**src/rtl/mult_div.sv**
```systemverilog
// rtl/mult_div.sv - iterative 32x32 multiply / divide unit for the EX stage
// Shift-add multiply and restoring divide on operand magnitudes, signs fixed up at the end.
module mult_div (
    input  logic        clk,
    input  logic        rst,
    input  logic [5:0]  funct,
    input  logic [31:0] operand_1,
    input  logic [31:0] operand_2,
    input  logic        flush,
    input  logic        ex_hold,
    output logic        done,
    output logic [63:0] result,
    output logic        busy
);

    typedef enum logic [1:0] {IDLE, RUN, FIX, DONE} state_t;

    state_t      state;
    logic        op_div;
    logic        neg_res;
    logic        neg_rem;
    logic [31:0] mag_a;
    logic [31:0] mag_b;
    logic [5:0]  cnt;
    logic [63:0] acc;
    logic [32:0] rem;

    // funct 0110xx covers MULT, MULTU, DIV, DIVU; bit1 selects divide, bit0 unsigned
    logic        is_md;
    logic        is_div;
    logic        is_signed;
    logic        start;
    logic        a_neg;
    logic        b_neg;
    logic [31:0] a_mag;
    logic [31:0] b_mag;
    logic [33:0] diff;
    logic [63:0] partial;
    logic [31:0] quo_fix;
    logic [31:0] rem_fix;
    logic [63:0] prod_fix;

    assign is_md     = (funct[5:2] == 4'b0110);
    assign is_div    = funct[1];
    assign is_signed = ~funct[0];
    assign start     = (state == IDLE) && is_md && !flush;

    assign a_neg = is_signed & operand_1[31];
    assign b_neg = is_signed & operand_2[31];
    assign a_mag = a_neg ? -operand_1 : operand_1;
    assign b_mag = b_neg ? -operand_2 : operand_2;

    // mag_a doubles as the dividend shifter, and its low bits collect the quotient
    assign diff    = {rem, mag_a[31]} - {2'b00, mag_b};
    assign partial = mag_b[cnt[4:0]] ? ({32'h0, mag_a} << cnt[4:0]) : 64'h0;

    assign quo_fix  = neg_res ? -mag_a : mag_a;
    assign rem_fix  = neg_rem ? -rem[31:0] : rem[31:0];
    assign prod_fix = neg_res ? -acc : acc;

    always_ff @(posedge clk) begin
        if (rst) begin
            state   <= IDLE;
            done    <= 1'b0;
            busy    <= 1'b0;
            result  <= 64'h0;
            op_div  <= 1'b0;
            neg_res <= 1'b0;
            neg_rem <= 1'b0;
            mag_a   <= 32'h0;
            mag_b   <= 32'h0;
            cnt     <= 6'd0;
            acc     <= 64'h0;
            rem     <= 33'h0;
        end else if (flush) begin
            state <= IDLE;
            done  <= 1'b0;
            busy  <= 1'b0;
            cnt   <= 6'd0;
        end else begin
            case (state)
                IDLE: begin
                    if (start) begin
                        op_div  <= is_div;
                        neg_res <= a_neg ^ b_neg;
                        neg_rem <= is_div & a_neg;
                        mag_a   <= a_mag;
                        mag_b   <= b_mag;
                        cnt     <= 6'd0;
                        acc     <= 64'h0;
                        rem     <= 33'h0;
                        if (is_div && operand_2 == 32'h0) begin
                            state  <= DONE;
                            done   <= 1'b1;
                            result <= {operand_1, 32'hFFFF_FFFF};
                        end else begin
                            state <= RUN;
                            busy  <= 1'b1;
                        end
                    end
                end
                RUN: begin
                    if (op_div) begin
                        rem   <= diff[33] ? {rem[31:0], mag_a[31]} : diff[32:0];
                        mag_a <= {mag_a[30:0], ~diff[33]};
                    end else begin
                        acc <= acc + partial;
                    end
                    if (cnt == 6'd31) begin
                        cnt   <= 6'd0;
                        state <= FIX;
                    end else begin
                        cnt <= cnt + 6'd1;
                    end
                end
                FIX: begin
                    result <= op_div ? {rem_fix, quo_fix} : prod_fix;
                    state  <= DONE;
                    busy   <= 1'b0;
                    done   <= 1'b1;
                end
                DONE: begin
                    if (!ex_hold) begin
                        state <= IDLE;
                        done  <= 1'b0;
                    end
                end
                default: state <= IDLE;
            endcase
        end
    end

endmodule

```
**config.mk**
```make
export PLATFORM = sky130hd
export DESIGN_NAME = mult_div
export DESIGN_NICKNAME = d
export VERILOG_FILES = /design/src/rtl/mult_div.sv
export SDC_FILE = /design/constraint.sdc
export NUM_CORES = 1
export LEC_CHECK = 0
export CORE_ASPECT_RATIO = 1.25
export CORE_MARGIN = 2
export CORE_UTILIZATION = 25
export DETAILED_ROUTE_END_ITERATION = 8
export RECOVER_POWER = 50
export SETUP_SLACK_MARGIN = 0.05
export SLEW_MARGIN = 15
export SYNTH_ARGS = -nofsm -noshare
export SYNTH_HDL_FRONTEND = slang
export SYNTH_SLANG_ARGS = --single-unit
```
**constraint.sdc**
```tcl
create_clock -name clk -period 10.8 [get_ports clk]
set_input_delay 1.62 -clock clk [delete_from_list [all_inputs] [get_ports clk]]
set_output_delay 1.62 -clock clk [all_outputs]
set_load 0.02 [all_outputs]
```
# Word level (Yosys, flattened, before mapping)
# Cells that the tools add are included.
classes:
  n_addsub: 8
  n_lt_le_gt_ge: 1
  n_eq_ne: 12
  n_reduce_logical: 18
  muxes: 37
  bitwise_logic: 7
  shifts: 1
ops:
  columns: ["operator", "count"]
  rows:
  - ["2-to-1 mux 64 bit", 7]
  - ["case mux 64 bit (2 select lines)", 2]
  - ["2-to-1 mux 32 bit", 6]
  - ["negator 32 bit", 4]
  - ["2-to-1 mux 33 bit", 3]
  - ["case mux 33 bit (2 select lines)", 1]
  - ["adder 64 bit", 1]
  - ["negator 64 bit", 1]
  - ["case mux 32 bit (2 select lines)", 1]
  - ["<< shifter 32 x 5 -> 64 bit", 1]
  - ["subtractor 34 x 32 -> 34 bit", 1]
  - ["zero test 32 bit", 1]
  - ["AND reduction 4 bit", 4]
  - ["2-to-1 mux 6 bit", 2]
  - ["inequality test 2 bit (second input constant)", 6]
  - ["case mux 6 bit (2 select lines)", 1]
  - ["AND reduction 3 bit", 3]
  - ["2-to-1 mux 2 bit", 4]
  - ["case mux 2 bit (4 select lines)", 1]
  - ["adder 6 x 1 -> 6 bit (second input constant)", 1]
  - ["equality test 6 x 5 -> 1 bit (second input constant)", 1]
  - ["less-than comparator 5 x 6 -> 1 bit (second input constant)", 1]
  - ["2-to-1 mux 1 bit", 6]
  - ["binary-select mux 1 bit (select 5 bit)", 1]
  - ["16 further kinds", 24]
totals:
  in_bits: 74
  elab_cells: 96
  ff_bits: 238

# Logic depth before layout (Yosys ltp)
depth:
  ltp_word: 6
  depth_mapped: 24
  depth_no_buf: 21

# Least setup slack after synthesis
# No wires, ideal clock.
synth_timing:
  path_kind: "register to register"
  from: "reg cnt[0]"
  to: "reg acc[56]"
  t_arrival_ns: 5.404
  setup_slack_ns: 5.279
  n_path_buf: 4
  stages_incl_launch_ff: 23
  setup_time_ns: 0.117
  required_time_ns: 10.683
  cell_sequence: "dfxtp_1 clkbuf_1 clkbuf_1 buf_1 mux4_2 mux2_2 o21ai_0 inv_1 nor2_1 a211oi_1 ha_1 clkbuf_1 a21o_1 o21bai_1 a211oi_1 nor2_1 o21a_1 a2111oi_0 nor2_1 and3_1 o21ai_0 nand3_1 a32o_1"
synth_via:
  elab_chain_len: 6
  word_cells_on_any_way: 7
  cone_classes: "add/sub (1); shift (1); mux (5)"
synth_rtl:
  columns: ["element", "line_no", "text"]
  rows:
  - ["start: declaration", "24", "logic [5:0] cnt;"]
  - ["start signal: assignment", "113", "cnt <= cnt + 6'd1;"]
  - ["binary-select mux 1 bit (select 5 bit)", "55", "assign partial = mag_b[cnt[4:0]] ? ({32'h0, mag_a} << cnt[4:0]) : 64'h0;"]
  - ["2-to-1 mux 1 bit (implied by the code)", "55", null]
  - ["2-to-1 mux 64 bit (*)", "55", null]
  - ["adder 64 bit (*)", "107", "acc <= acc + partial;"]
  - ["2-to-1 mux 64 bit (*)", "103", "if (op_div) begin"]
  - ["case mux 64 bit (2 select lines) (*)", "81", "case (state)"]
  - ["end signal: assignment", "107", null]
  - ["end: declaration", "25", "logic [63:0] acc;"]
# Mark *: on every way between the ends. The rest lies on a longest branch, timed or not. The select of a mux whose other input is x is not followed.
# A chain may end at the register's enable or synchronous reset.

# Final worst setup path
layout_timing:
  from: "in funct[4]"
  to: "reg mag_a[0]"
layout_via:
  elab_chain_len: 5
layout_rtl:
  columns: ["element", "line_no", "text"]
  rows:
  - ["start: declaration", "6", "input logic [5:0] funct,"]
  - ["equality test 4 x 3 -> 1 bit", "43", "assign is_md = (funct[5:2] == 4'b0110);"]
  - ["logical AND 1 bit (2 in a row)", "46", "assign start = (state == IDLE) && is_md && !flush;"]
  - ["inequality test 2 bit (no source line)", null, null]
  - ["AND reduction 4 bit (no source line)", null, null]
  - ["end signal: assignment", "87", "mag_a <= a_mag;"]
  - ["end signal: assignment", "105", "mag_a <= {mag_a[30:0], ~diff[33]};"]
  - ["end: declaration", "22", "logic [31:0] mag_a;"]
# No other way between the ends.

==> impl_metrics.toml <==
[status]
status = "complete, but fails checks"
violations = "max-capacitance violations, max-slew violations"

[sta]
fin_setup_tns_ns = 0
finalMaxSlewViolations = 162
fin_crit_ns = 7.88
worstMarginPinSlew_ns = 4.11
rsz0062_at_grt = "no"
clock-skew-final_ns = 0.0110
hold_viol_final = 0
max_clock_freq_ghz = 0.127
fin_crit_sh = 0.729
max-slew-margin-rel = -1.77
hold_ws_ns = 0.477
setup_viol = 0

[logic_synthesis]
ys_seq_area_frac = 0.223
async_reset_ff_frac = 0
synth_flop_cell = "dfxtp_1"
synthesis.nets = 3124
ys_ff_latch = 238
synth-edff-count = 0
syn_area_sq_um = 21400
syn-instance-count = 2942
synth_warnings = 0
synth_area_per_cell_sq_um = 7.26
yosysUniqueCellTypes = 73

[drt]
viasPerCell = 5.28
drt_iter0_drc = 1790
ant_nets = 0
vias = 21400
wire_per_inst_um = 19.5
drt_pass1_iterations = 5
drc = 0
routed_wl_um = 79100

[grt]
grt_usage = 0.174
grt_start_max_net_pins = 113
antenna_found_initial = 4
gr-total-overflow = 0
grt_pass1_wl_um = 120000
grt_pass1_vias = 19900

[clocking]
clk_pin_slew_ns = 0.06
clk_latency_ns = 0.60
hold_buffers = 0
postCtsSetupRepairBufs = 0
cts_root_buf = "clkbuf_16"
clock-sinks = 238
cts_tree = "built"
cts_buffers = 30
cts-resized-gates = 0
htree_levels = 1
clock_path_buffers = 3

[floorplanning]
start_util = 0.253
fp.coreArea_sq_um = 84400
die_h_um = 331
num_rows = 119
io_pins = 140
dieWidth_um = 265
die_area_sq_um = 87800

[power]
p_leak_nw = 9.15
powerDensity_nw_per_um2 = 91.8
vdd_drop_max_uv = 122

[worst_setup_path]
cp.arrival_ns = 8.19
worstSetupPathType = "in -> reg"
worstPathCellList = "dlygate4sd3_1 -> nor4bb_1 -> nor3b_1 -> clkbuf_1 -> nor2_1 -> a211oi_1 -> o21ai_0 -> a21oi_1 -> a221oi_1"
start_kind = "input pin"
path_delay_family = "compound AO/OA/AOI/OAI gates"
cpMaxStageDelayCell = "clkbuf_1"
cp_max_fo = 65
crit_path_max_incr_delay_ns = 1.81
cp.buffers_inverters = 2
end_kind = "flip-flop"
cp.required_ns = 11.11

[layout]
mostFrequentLayoutCells = "nand2_1 (377), nor2_1 (335), o21ai_0 (262)"
area_growth_syn_to_layout_pct = 15.3
final_nets = 3120
layout.cells.non_filler = 4052
final_common_cell = "nand2_1"
layout-drive-gt1-share = 0.0584

[placed_design]
place_hpwl_um = 61000
place.gp.congestion = 0.948
dp.cells = 3995
portBuffers = 139

[hold_path]
min_path_type = "reg -> reg"

[flow_run]
drv_cap = 4
## kinds of logic (layout without fill, tap and decap cells)
kind of cell,after synthesis,after routing,share of synthesized area
simple gates,1001,1001,0.209
mux,116,116,0.0752
compound gates,916,916,0.268
xor+xnor,265,265,0.109
fa+ha+maj,108,108,0.0640
other cells,0,3,0
flops,238,238,0.223
buf+inv,298,316,0.0524
## per-stage QoR
stage	power, mW	cell area, sq um	setup WS [ns]	util
floorplan	1.12	21400	5.28	-
detailed placement	1.24	23700	4.20	0.280
CTS	2.28	24700	4.72	0.292
global route	2.34	24600	2.39	0.292
finish	2.26	24600	2.92	0.292
global placement	1.24	23700	4.27	0.280
## Yosys cell counts, types with 4 or more instances
cell / n / area, sq um
mux4_2: 34 / 766
a2111oi_0: 4 / 35.0
and4_1: 4 / 35.0
clkbuf_1: 184 / 691
nand2_1: 377 / 1420
inv_1: 89 / 334
ha_1: 106 / 1330
o31a_1: 7 / 61.3
nand2b_1: 29 / 181
mux2_2: 16 / 180
nor3b_1: 5 / 37.5
o21ai_0: 261 / 1310
and2_1: 12 / 75.1
a211oi_1: 78 / 586
nand3_1: 35 / 175
nand3b_1: 4 / 30.0
or3_1: 28 / 175
o31ai_1: 49 / 368
a21oi_1: 245 / 1230
a22oi_1: 32 / 240
o21bai_1: 29 / 218
o211ai_1: 30 / 225
mux2i_1: 66 / 661
nor2b_1: 21 / 131
nor4_1: 20 / 125
xnor2_1: 151 / 1320
xor2_1: 114 / 998
o22ai_1: 6 / 37.5
a31oi_1: 19 / 119
o2111ai_1: 8 / 70.1
o21a_1: 11 / 82.6
a21o_1: 56 / 420
nor3_1: 45 / 225
nor2_1: 337 / 1260
and3_1: 19 / 119
dfxtp_1: 238 / 4760
nand4_1: 26 / 163
buf_1: 23 / 86.3
a311oi_1: 25 / 219
or4_1: 17 / 128
o41ai_1: 20 / 175
or2_2: 10 / 62.6
## area by class of cell
| class | instances | area (sq um) |
|---|---|---|
| Fill cell | 9119 | 59800 |
| Multi-Input combinational cell | 2406 | 15500 |
| Sequential cell | 238 | 4770 |
| Timing Repair Buffer | 172 | 1630 |
| Tap cell | 1089 | 1360 |
| Clock buffer | 38 | 842 |
| Inverter | 90 | 338 |
| Clock inverter | 16 | 158 |
| Antenna cell | 3 | 7.51 |
## routing by layer
layer  GRT usage  routed length (um)
met1       0.216               33300
met2       0.301               37600
met3      0.0230                4640
met5           0                  16
met4      0.0733                3470
## flip-flops by register name, indices dropped and copies added, names as in the netlist
signal   count
busy         1
mag_a       32
state        2
cnt          6
op_div       1
acc         64
result      64
neg_res      1
done         1
neg_rem      1
mag_b       32
rem         33
## where the power goes
group          switching [mW]  internal (mW)
registers              0.0155          0.885
clock network           0.440          0.600
logic                   0.195          0.125
total                   0.651           1.61
## worst reg2reg max path, stage by stage, from the launching register on
cell	delay (ns)
dfxtp_1	0.33
inv_1	0.13
ha_1	0.34
inv_1	0.19
nor3b_1	0.23
clkbuf_1	1.81
nor2_1	0.29
a211oi_1	0.71
o21ai_0	1.57
a21oi_1	0.65
a221oi_1	0.13
## final timing paths
check                    startpoint                      to  slack [ns]  cells past startpoint
max                        funct[4]   mag_a[0]$_SDFFE_PP0P_        2.92                      9
max reg2reg   state[1]$_SDFFE_PP0P_   mag_a[0]$_SDFFE_PP0P_        4.14                     10
min reg2reg  mag_b[22]$_SDFFE_PP0P_  mag_b[22]$_SDFFE_PP0P_        0.48                      2
min          mag_b[22]$_SDFFE_PP0P_  mag_b[22]$_SDFFE_PP0P_        0.48                      2
Note: power is estimated with default switching activity, not from simulation.
